--- src/rtl/carry_lookahead_adder.sv ---
// rtl/carry_lookahead_adder.sv - registered two's-complement CLA adder/subtractor
//
// cla4_block: one 4-bit carry-lookahead block with flattened carries.
//   a, bx   : operand A nibble and conditioned operand B nibble
//   cin     : carry into bit 0 of the block
//   sum     : 4-bit sum of the block
//   g_grp   : group generate of the block
//   p_grp   : group propagate of the block
//
// carry_lookahead_adder: top level, WIDTH must be a positive multiple of 4.
//   clk       : rising-edge clock
//   rst       : synchronous active-high reset
//   in_valid  : A, B, M are valid this cycle
//   A, B      : two's-complement operands
//   M         : 0 = A+B, 1 = A-B
//   S         : registered sum/difference (modulo 2^WIDTH)
//   C         : registered carry-out of the MSB (subtract: 1 = no borrow)
//   V         : registered signed overflow
//   out_valid : S/C/V hold a result issued on the previous edge

module cla4_block (
  input  logic [3:0] a,
  input  logic [3:0] bx,
  input  logic       cin,
  output logic [3:0] sum,
  output logic       g_grp,
  output logic       p_grp
);

  logic [3:0] g;
  logic [3:0] p;
  logic       c1;
  logic       c2;
  logic       c3;

  assign g = a & bx;
  assign p = a ^ bx;

  // Every carry is a two-level sum of products of g, p and cin.
  assign c1 = g[0] | (p[0] & cin);
  assign c2 = g[1] | (p[1] & g[0]) | (p[1] & p[0] & cin);
  assign c3 = g[2] | (p[2] & g[1]) | (p[2] & p[1] & g[0])
            | (p[2] & p[1] & p[0] & cin);

  assign sum = p ^ {c3, c2, c1, cin};

  assign g_grp = g[3] | (p[3] & g[2]) | (p[3] & p[2] & g[1])
               | (p[3] & p[2] & p[1] & g[0]);
  assign p_grp = &p;

endmodule

module carry_lookahead_adder #(
  parameter int WIDTH = 4
) (
  input  logic             clk,
  input  logic             rst,
  input  logic             in_valid,
  input  logic [WIDTH-1:0] A,
  input  logic [WIDTH-1:0] B,
  input  logic             M,
  output logic [WIDTH-1:0] S,
  output logic             C,
  output logic             V,
  output logic             out_valid
);

  localparam int NB = WIDTH / 4;

  logic [WIDTH-1:0] bx;
  logic [WIDTH-1:0] sum_c;
  logic [NB-1:0]    g_blk;
  logic [NB-1:0]    p_blk;
  logic [NB:0]      blk_c;
  logic             c_out;
  logic             c_msb;
  logic             v_c;

  // Subtract is A + ~B + 1: invert B and feed M in as the carry-in.
  assign bx = B ^ {WIDTH{M}};

  // Second-level lookahead: carry into block k as a flat sum of products
  // over the (G,P) pairs of blocks 0..k-1 and c0, never from carry k-1.
  function automatic logic block_carry(input logic [NB-1:0] g,
                                       input logic [NB-1:0] p,
                                       input logic          c0,
                                       input int            k);
    logic c;
    logic prod;
    c = c0;
    for (int m = 0; m < k; m++) c = c & p[m];
    for (int j = 0; j < k; j++) begin
      prod = g[j];
      for (int m = j + 1; m < k; m++) prod = prod & p[m];
      c = c | prod;
    end
    return c;
  endfunction

  always_comb begin
    blk_c = '0;
    for (int k = 0; k <= NB; k++) blk_c[k] = block_carry(g_blk, p_blk, M, k);
  end

  for (genvar k = 0; k < NB; k++) begin : g_blocks
    cla4_block u_blk (
      .a     (A[4*k +: 4]),
      .bx    (bx[4*k +: 4]),
      .cin   (blk_c[k]),
      .sum   (sum_c[4*k +: 4]),
      .g_grp (g_blk[k]),
      .p_grp (p_blk[k])
    );
  end

  assign c_out = blk_c[NB];
  // Carry into the MSB recovered from its sum bit: sum = p ^ c, so c = p ^ sum.
  assign c_msb = A[WIDTH-1] ^ bx[WIDTH-1] ^ sum_c[WIDTH-1];
  assign v_c   = c_out ^ c_msb;

  always_ff @(posedge clk) begin
    if (rst) begin
      S         <= '0;
      C         <= 1'b0;
      V         <= 1'b0;
      out_valid <= 1'b0;
    end else if (in_valid) begin
      S         <= sum_c;
      C         <= c_out;
      V         <= v_c;
      out_valid <= 1'b1;
    end else begin
      out_valid <= 1'b0;
    end
  end

endmodule

--- config.mk ---
export PLATFORM = sky130hd
export DESIGN_NAME = carry_lookahead_adder
export DESIGN_NICKNAME = d
export VERILOG_FILES = /design/src/rtl/carry_lookahead_adder.sv
export SDC_FILE = /design/constraint.sdc
export NUM_CORES = 1
export LEC_CHECK = 0
export CELL_PAD_IN_SITES_DETAIL_PLACEMENT = 0
export CELL_PAD_IN_SITES_GLOBAL_PLACEMENT = 1
export CORE_MARGIN = 2
export CORE_UTILIZATION = 25
export DETAILED_ROUTE_END_ITERATION = 7
export GPL_TIMING_DRIVEN = 0
export PLACE_DENSITY_LB_ADDON = 0.1
export SLEW_MARGIN = 25
export SYNTH_ARGS = -nofsm -noshare
export SYNTH_HDL_FRONTEND = slang
export SYNTH_SLANG_ARGS = --single-unit
--- constraint.sdc ---
create_clock -name clk -period 5.5 [get_ports clk]
set_input_delay 1.1 -clock clk [delete_from_list [all_inputs] [get_ports clk]]
set_output_delay 1.1 -clock clk [all_outputs]
set_load 0.1 [all_outputs]
==> qor.json, run 1 <==
{
  "drt_wl_total": {"value": 969, "unit": "µm"},
  "finalSetupTns": {"value": 0, "unit": "ns"},
  "initial_utilization": {"value": 27.3, "unit": "%"},
  "critPathSlowestCell": {"value": "sky130_fd_sc_hd__clkdlybuf4s50_1"},
  "grt_first_pass_wirelength": {"value": 1590, "unit": "µm"},
  "clk_path_buf_depth": {"value": 2},
  "synthDominantAreaCellType": {"value": "sky130_fd_sc_hd__dfxtp_1"},
  "clock_skew": {"value": 0, "unit": "ns"},
  "final_layout_size_suffix_gt1_share": {"value": 14.3, "unit": "%"},
  "groute.usage.overall": {"value": 10.9, "unit": "%"},
  "synth_nets": {"value": 66},
  "maximum_clock_frequency": {"value": 355, "unit": "MHz"},
  "setup-violations-final": {"value": 0},
  "floorplan.io_pins": {"value": 19},
  "numCtsBuffers": {"value": 3},
  "grt_max_degree": {"value": 11},
  "floorplan.die_area": {"value": 0.00232, "unit": "mm²"},
  "power_report.internal_total": {"value": 118, "unit": "µW"},
  "pre_cts_ws": {"value": 2.53, "unit": "ns"},
  "vias_in_the_first_global_route": {"value": 374},
  "critical_path_required": {"value": 4.40, "unit": "ns"},
  "peakVddDrop": {"value": 84.4, "unit": "µV"},
  "critPathMaxStageDelay": {"value": 1.13, "unit": "ns"},
  "dpl.hpwl": {"value": 782, "unit": "µm"},
  "crit_cells": {"value": 1},
  "rsz_0062_raised_after_global_routing": {"value": "false"},
  "drc_errors": {"value": 0},
  "via_per_inst": {"value": 4.42},
  "p_sw_share": {"value": 42.4, "unit": "%"},
  "postCtsSetupBuffers": {"value": 0},
  "min-delay-path-class": {"value": "flip-flop to flip-flop"},
  "number_of_input_and_output_port_buffers_inserted": {"value": 16},
  "sequentialPowerShare": {"value": 28.5, "unit": "%"},
  "cts_hold_buf": {"value": 0},
  "final_max_slew_viol_count": {"value": 0},
  "timing.critical_path.max_delay_family": {"value": "buffers and inverters"},
  "timing.reg2reg.worst_path_depth": {"value": 3},
  "fin_ws": {"value": 2.69, "unit": "ns"},
  "power_per_cell_area": {"value": 292, "unit": "mW/mm²"},
  "cell_by_cell_trace_of_the_critical_path": {"value": "clkdlybuf4s50_1"},
  "gp_routability_congestion": {"value": 0.711},
  "grt_overflow": {"value": 0},
  "clock_latency_on_the_worst_skew_pair": {"value": 0.25, "unit": "ns"},
  "largest_fanout_on_the_critical_path": {"value": 2},
  "wl_per_cell": {"value": 10.2, "unit": "µm"},
  "ctsResizeCount": {"value": 0},
  "dieWidth": {"value": 48.1, "unit": "µm"},
  "cp-start-kind": {"value": "flip-flop"},
  "crit_arrival": {"value": 1.71, "unit": "ns"},
  "final_nets": {"value": 87},
  "power": {"value": 206, "unit": "µW"},
  "power.switching": {"value": 87.3, "unit": "µW"},
  "path_buf_inv": {"value": 1},
  "p_leak": {"value": 0.000271, "unit": "µW"},
  "vias": {"value": 420},
  "antenna_found_initial": {"value": 0},
  "tritoncts": {"value": "built"},
  "synth.yosys.seq_area_share": {"value": 28.8, "unit": "%"},
  "result_of_the_run": {"value": "complete, no violations"},
  "final_instance_area": {"value": 704, "unit": "µm²"},
  "cp-end-kind": {"value": "output pin"},
  "synth.top_cells.by_area": {"value": "sky130_fd_sc_hd__dfxtp_1, sky130_fd_sc_hd__ha_1, sky130_fd_sc_hd__xor2_1"},
  "yosysWarningCount": {"value": 0},
  "power_frac_comb": {"value": 47.9, "unit": "%"},
  "fin_hold_ws": {"value": 0.481, "unit": "ns"},
  "syn_area": {"value": 487, "unit": "µm²"},
  "cts.root.buffer_cell": {"value": "sky130_fd_sc_hd__clkbuf_4"},
  "post_synth_num_cell_types": {"value": 30},
  "core_footprint": {"value": 0.00178, "unit": "mm²"},
  "number_of_iterations_in_the_first_detailed_routing_pass": {"value": 4},
  "timing.max_cap.violations": {"value": 0},
  "areaGrowthSynthToFinish": {"value": 44.7, "unit": "%"},
  "final-hold-violation-count": {"value": 0},
  "clk_pin_slew_worst_paths": {"value": 0.05, "unit": "ns"},
  "timing.final.crit_period": {"value": 2.81, "unit": "ns"},
  "num_rows": {"value": 15},
  "worstMarginPinSlew": {"value": 0.966, "unit": "ns"},
  "clock_tree.htree_level_count": {"value": 1},
  "antenna_cells_inserted": {"value": 0},
  "hold_path_depth": {"value": 2},
  "final_antenna_net_count": {"value": 0},
  "placed_standard_cell_area": {"value": 678, "unit": "µm²"},
  "synth-seq-cells": {"value": 7},
  "detail_route.iter0.violations": {"value": 6},
  "slew_headroom": {"value": 35.4, "unit": "%"},
  "pwr-share-clk": {"value": 23.6, "unit": "%"},
  "avgSynthCellArea": {"value": 9.73, "unit": "µm²"},
  "fp.dieH": {"value": 48.1, "unit": "µm"},
  "post-route-period-util": {"value": 51.2, "unit": "%"},
  "netlist_instances": {"value": 50},
  "numClockSinks": {"value": 7},
  "crit_path_class": {"value": "flip-flop to output pin"},
  "proportion_of_netlist_area_held_by_the_largest_area_contributor": {"value": 28.8, "unit": "%"}
}
==> power groups by stage <==
stage,logic [µW],registers (µW),clock network [µW]
after floorplan,36.0,99.5,0
after global placement,99.5,59.6,0
after detailed placement,99.2,60.0,0
after CTS,99.5,58.8,50.5
after global routing,105,59.4,54.1
final,98.6,58.6,48.6
==> path summary, 6_finish.rpt <==
| check | startpoint | end | slack [ns] |
|---|---|---|---|
| setup / recovery | S[1] | S[1] | 2.69 |
| hold / removal | S[2] | S[2] | 0.48 |
| setup reg to reg | S[3] | S[3] | 4.70 |
| hold reg to reg | S[2] | S[2] | 0.48 |
==> per-stage QoR <==
stage	cells	util [%]
3_5_place_dp	91	38.0
3_3_place_gp	91	38.0
6_report	95	39.5
2_1_floorplan	50	-
5_1_grt	95	39.5
4_1_cts	95	39.5
==> cells by family (layout without fill, tap and decap cells) <==
family,count (synthesis),after routing,share of synthesized area [%]
xor gates and xnor gates,6,6,10.8
and+or+nand+nor,13,13,15.2
buffers and inverters,5,25,5.65
adders and majority gates,4,4,10.3
AOI/OAI and AO/OA,14,14,27.2
muxes,1,1,2.06
DFF,7,7,28.8
==> state kept, by name, summed over array words and instances, names as in the netlist <==
signal,count
out_valid,1
V,1
C,1
S,4
==> placed cells by master (no fill, tap or decap), types with 2 or more instances in the layout <==
cell type                         instances
sky130_fd_sc_hd__ha_1                     4
sky130_fd_sc_hd__clkbuf_1                 2
sky130_fd_sc_hd__clkbuf_4                 3
sky130_fd_sc_hd__clkdlybuf4s50_1         16
sky130_fd_sc_hd__dfxtp_1                  7
sky130_fd_sc_hd__nand2b_1                 2
sky130_fd_sc_hd__inv_1                    2
sky130_fd_sc_hd__nor3b_1                  3
sky130_fd_sc_hd__xnor2_1                  2
sky130_fd_sc_hd__xor2_1                   4
sky130_fd_sc_hd__nor2_1                   4
==> cell usage after synthesis <==
cell type,number
sky130_fd_sc_hd__a2111oi_2,1
sky130_fd_sc_hd__a211oi_1,1
sky130_fd_sc_hd__a211oi_4,1
sky130_fd_sc_hd__a21o_1,1
sky130_fd_sc_hd__buf_2,1
sky130_fd_sc_hd__buf_6,1
sky130_fd_sc_hd__clkbuf_1,1
sky130_fd_sc_hd__dfxtp_1,7
sky130_fd_sc_hd__ha_1,4
sky130_fd_sc_hd__inv_1,2
sky130_fd_sc_hd__mux2i_1,1
sky130_fd_sc_hd__nand2b_1,2
sky130_fd_sc_hd__nand3_1,1
sky130_fd_sc_hd__nor2_1,4
sky130_fd_sc_hd__nor2b_1,1
sky130_fd_sc_hd__nor3_1,1
sky130_fd_sc_hd__nor3b_1,3
sky130_fd_sc_hd__o2111ai_1,1
sky130_fd_sc_hd__o21a_1,1
sky130_fd_sc_hd__o21a_2,1
sky130_fd_sc_hd__o21ai_0,1
sky130_fd_sc_hd__o21ai_1,1
sky130_fd_sc_hd__o21ba_2,1
sky130_fd_sc_hd__o21bai_1,1
sky130_fd_sc_hd__o21bai_2,1
sky130_fd_sc_hd__o32a_1,1
sky130_fd_sc_hd__o32ai_1,1
sky130_fd_sc_hd__or4_1,1
sky130_fd_sc_hd__xnor2_1,2
sky130_fd_sc_hd__xor2_1,4
==> layout make-up <==
| cell class | instances | area [µm²] |
|---|---|---|
| multi-input combinational | 38 | 319 |
| fill | 183 | 1080 |
| timing repair buffer | 16 | 160 |
| sequential | 7 | 140 |
| inverter | 2 | 7.51 |
| tap | 25 | 31.3 |
| buffer | 3 | 20.0 |
| clock buffer | 4 | 26.3 |
==> per-layer routing <==
layer	vias up	track usage, %	wire (µm)	share of wire, %
met2	21	12.5	354	37
met1	172	14.3	509	53
met5	-	0	0	0
met4	0	13.0	51	5.3
li1	222	-	-	-
met3	5	3.33	53	5.5
Power figures use the tool's default switching activity.
==> inputs of run 2 (changes only) <==
==> constraint.sdc (replaced) <==
create_clock -name clk -period 2.9 [get_ports clk]
set_input_delay 0.58 -clock clk [delete_from_list [all_inputs] [get_ports clk]]
set_output_delay 0.58 -clock clk [all_outputs]
set_load 0.1 [all_outputs]
==> results of run 2 <==
Same layout as run 1 (identical final DEF). Status: complete, no violations.
Main changes from that run: setup slack after placement 2.53 ns -> 0.454 ns; setup slack after layout 2.69 ns -> 0.606 ns; register-to-register setup slack 4.70 ns -> 2.10 ns; total power 206 µW -> 390 µW; worst IR drop on VDD 84.4 µV -> 160 µV
==> inputs of run 3 (changes only) <==
==> constraint.sdc (replaced) <==
create_clock -name clk -period 1.9 [get_ports clk]
set_input_delay 0.38 -clock clk [delete_from_list [all_inputs] [get_ports clk]]
set_output_delay 0.38 -clock clk [all_outputs]
set_load 0.1 [all_outputs]
==> run 3 against run 2 <==
Effect of this change:
- non-clock buffer count is 2 higher
- register-to-register slack worse by 1.0 ns
- clock skew stayed put
- sequential power is 52% higher
- first-iteration DRC count is 33% lower
- combinational power is 53% higher
- clock-buffer cell count stayed put
- cell count is 2.1% higher
- largest cell class unchanged
- highest routed layer unchanged
==> qor.json, run 3 (same netlist as run 1, synthesis figures left out) <==
{
  "final-hold-violation-count": {"value": 0, "change": "unchanged"},
  "worstMarginPinSlew": {"value": 0.954, "unit": "ns", "change": "was 0.966 ns"},
  "via_per_inst": {"value": 4.43, "change": "was 4.42"},
  "cp-start-kind": {"value": "flip-flop", "change": "unchanged"},
  "highest-signal-layer": {"value": "met4", "change": "unchanged"},
  "p_leak": {"value": 0.000307, "unit": "µW", "change": "was 0.000271 µW"},
  "cts_hold_buf": {"value": 0, "change": "unchanged"},
  "core_footprint": {"value": 0.00178, "unit": "mm²", "change": "unchanged"},
  "maximum_clock_frequency": {"value": 552, "unit": "MHz"},
  "largest_register_ff_count": {"value": 4, "change": "unchanged"},
  "clock_skew": {"value": 0, "unit": "ns", "change": "unchanged"},
  "number_of_input_and_output_port_buffers_inserted": {"value": 16, "change": "unchanged"},
  "number_of_iterations_in_the_first_detailed_routing_pass": {"value": 4, "change": "unchanged"},
  "layoutNonFillerInstCount": {"value": 97, "change": "was 95"},
  "wl_per_cell": {"value": 10.1, "unit": "µm", "change": "was 10.2 µm"},
  "power_per_cell_area": {"value": 835, "unit": "mW/mm²", "change": "was 554 mW/mm²"},
  "cell_by_cell_trace_of_the_critical_path": {"value": "dlygate4sd2_1", "change": "was clkdlybuf4s50_1"},
  "critPathSlowestCell": {"value": "sky130_fd_sc_hd__dlygate4sd2_1", "change": "was sky130_fd_sc_hd__clkdlybuf4s50_1"},
  "cts.root.buffer_cell": {"value": "sky130_fd_sc_hd__clkbuf_4", "change": "unchanged"},
  "grt_overflow": {"value": 0, "change": "unchanged"},
  "floorplan.io_pins": {"value": 19, "change": "unchanged"},
  "gp_routability_congestion": {"value": 0.711, "change": "unchanged"},
  "clk_pin_slew_worst_paths": {"value": 0.05, "unit": "ns", "change": "about the same"},
  "detail_route.iter0.violations": {"value": 4, "change": "was 6"},
  "fp.dieH": {"value": 48.1, "unit": "µm", "change": "unchanged"},
  "timing.critical_path.max_delay_family": {"value": "buffers and inverters", "change": "unchanged"},
  "vias": {"value": 430, "change": "was 420"},
  "initial_utilization": {"value": 27.3, "unit": "%", "change": "unchanged"},
  "timing.reg2reg.worst_path_depth": {"value": 3, "change": "unchanged"},
  "result_of_the_run": {"value": "complete, no violations", "change": "unchanged"},
  "wl_met2": {"value": 363, "unit": "µm", "change": "was 354 µm"},
  "met3_wirelength": {"value": 55, "unit": "µm", "change": "was 53 µm"},
  "timing.final.crit_period": {"value": 1.81, "unit": "ns"},
  "clock_latency_on_the_worst_skew_pair": {"value": 0.25, "unit": "ns", "change": "about the same"},
  "groute.usage.overall": {"value": 11.2, "unit": "%", "change": "was 10.9%"},
  "drc_errors": {"value": 0, "change": "unchanged"},
  "antenna_found_initial": {"value": 0, "change": "unchanged"},
  "area.sequential": {"value": 140, "unit": "µm²", "change": "unchanged"},
  "worstSetupEndpoint": {"value": "S[1]", "change": "unchanged"},
  "peakVddDrop": {"value": 237, "unit": "µV", "change": "was 160 µV"},
  "dieWidth": {"value": 48.1, "unit": "µm", "change": "unchanged"},
  "multiInputGateArea": {"value": 323, "unit": "µm²", "change": "was 319 µm²"},
  "reg2reg_from": {"value": "S[3]", "change": "unchanged"},
  "antenna_cells_inserted": {"value": 0, "change": "unchanged"},
  "finalSetupTns": {"value": 0, "unit": "ns", "change": "unchanged"},
  "rsz_0062_raised_after_global_routing": {"value": "false", "change": "unchanged"},
  "vias_in_the_first_global_route": {"value": 388, "change": "was 374"},
  "path_buf_inv": {"value": 1, "change": "unchanged"},
  "dpl.hpwl": {"value": 782, "unit": "µm", "change": "unchanged"},
  "timing.max_cap.violations": {"value": 0, "change": "unchanged"},
  "grt_first_pass_wirelength": {"value": 1640, "unit": "µm", "change": "was 1590 µm"},
  "areaGrowthSynthToFinish": {"value": 46.5, "unit": "%", "change": "was 44.7%"},
  "final_max_slew_viol_count": {"value": 0, "change": "unchanged"},
  "crit_path_class": {"value": "flip-flop to output pin", "change": "unchanged"},
  "clock_tree.htree_level_count": {"value": 1, "change": "unchanged"},
  "floorplan.die_area": {"value": 0.00232, "unit": "mm²", "change": "unchanged"},
  "final_layout_size_suffix_gt1_share": {"value": 18.1, "unit": "%", "change": "was 14.3%"},
  "grt_max_degree": {"value": 11, "change": "unchanged"},
  "layout.cells.most_common_list": {"value": "sky130_fd_sc_hd__clkdlybuf4s50_1, sky130_fd_sc_hd__dlygate4sd2_1, sky130_fd_sc_hd__dfxtp_1", "change": "was sky130_fd_sc_hd__clkdlybuf4s50_1, sky130_fd_sc_hd__dfxtp_1, sky130_fd_sc_hd__xor2_1, sky130_fd_sc_hd__nor2_1, sky130_fd_sc_hd__ha_1"},
  "layout.filler_cells": {"value": 189, "change": "was 183"},
  "post-route-period-util": {"value": 95.4, "unit": "%"},
  "clk_path_buf_depth": {"value": 2, "change": "unchanged"},
  "final_nets": {"value": 89, "change": "was 87"},
  "num_rows": {"value": 15, "change": "unchanged"},
  "register_with_the_highest_flop_count": {"value": "S", "change": "unchanged"},
  "crit_cells": {"value": 1, "change": "unchanged"},
  "slew_headroom": {"value": 36.6, "unit": "%", "change": "was 35.4%"},
  "final_antenna_net_count": {"value": 0, "change": "unchanged"},
  "critPathMaxStageDelay": {"value": 0.85, "unit": "ns", "change": "was 1.13 ns"},
  "cp-end-kind": {"value": "output pin", "change": "unchanged"},
  "tritoncts": {"value": "built", "change": "unchanged"},
  "drt_wl_total": {"value": 984, "unit": "µm", "change": "was 969 µm"},
  "r2r_slack": {"value": 1.10, "unit": "ns", "change": "was 2.10 ns"},
  "setup-violations-final": {"value": 0, "change": "unchanged"},
  "setup.worst_path.start": {"value": "S[1]", "change": "unchanged"},
  "wl_met1": {"value": 514, "unit": "µm", "change": "was 509 µm"},
  "crit_arrival": {"value": 1.43, "unit": "ns", "change": "was 1.71 ns"},
  "largest_fanout_on_the_critical_path": {"value": 2, "change": "unchanged"},
  "regToRegEndpoint": {"value": "S[3]", "change": "unchanged"},
  "min-delay-path-class": {"value": "primary input to flip-flop", "change": "was flip-flop to flip-flop"},
  "critical_path_required": {"value": 1.52, "unit": "ns", "change": "was 2.32 ns"},
  "numCtsBuffers": {"value": 3, "change": "unchanged"},
  "numPlacedInstances": {"value": 91, "change": "unchanged"},
  "numClockSinks": {"value": 7, "change": "unchanged"}
}
-- run 3: tightest hold or removal path, delay by kind of cell --
family / cells / cell delay (ns)
compound gates: 1 / 0.06
buf+inv: 1 / 0.12
xor+xnor: 1 / 0.12
-- run 3: how the worst min path moves through the flow --
stage,start,end,slack [ns],depth (start not counted)
floorplan,in_valid,V,0.60,2
global placement,S[2],S[2],0.47,2
detailed placement,S[2],S[2],0.48,2
CTS,M,S[0],0.47,3
global route,M,S[0],0.49,3
finish,M,S[0],0.46,3
-- run 3: report_power, final --
part / internal, µW / switching [µW]
combinational: 96.4 / 190
clock: 80.5 / 60.2
sequential: 163 / 6.04
total: 340 / 256
-- run 3: repair_timing --
item / 4_1_cts / 5_1_grt
setup buffers: 2 / 0
pin swaps: 3 / 0
resized for setup: 8 / 1
setup endpoints to repair: 8 / 1
-- run 3: cell type report --
| class | instances | area share, % |
|---|---|---|
| multi-input combinational | 38 | 45.3 |
| timing repair buffer | 18 | 23.2 |
| sequential | 7 | 19.6 |
| tap | 25 | 4.39 |
| clock buffer | 4 | 3.68 |
| buffer | 3 | 2.81 |
| inverter | 2 | 1.05 |
-- run 3: metrics by stage --
| stage | hold WS (ns) | utilization (%) | instance area, µm² | total power [µW] | worst slack (ns) |
|---|---|---|---|---|---|
| 2_1_floorplan | 0.601 | - | 487 | 392 | 0.121 |
| 3_3_place_gp | 0.473 | 38.0 | 678 | 460 | -0.313 |
| 3_5_place_dp | 0.476 | 38.0 | 678 | 461 | -0.346 |
| 4_1_cts | 0.467 | 39.8 | 709 | 600 | 0.0432 |
| 5_1_grt | 0.487 | 40.0 | 713 | 634 | 0.0312 |
| 6_report | 0.464 | 40.0 | 713 | 596 | 0.0872 |
-- run 3: per-layer routing --
| metal | vias to the layer above | GRT usage (%) |
|---|---|---|
| met5 | - | 0 |
| met4 | 0 | 13.0 |
| met3 | 5 | 3.33 |
| met2 | 21 | 13.1 |
| met1 | 178 | 14.5 |
| li1 | 226 | - |
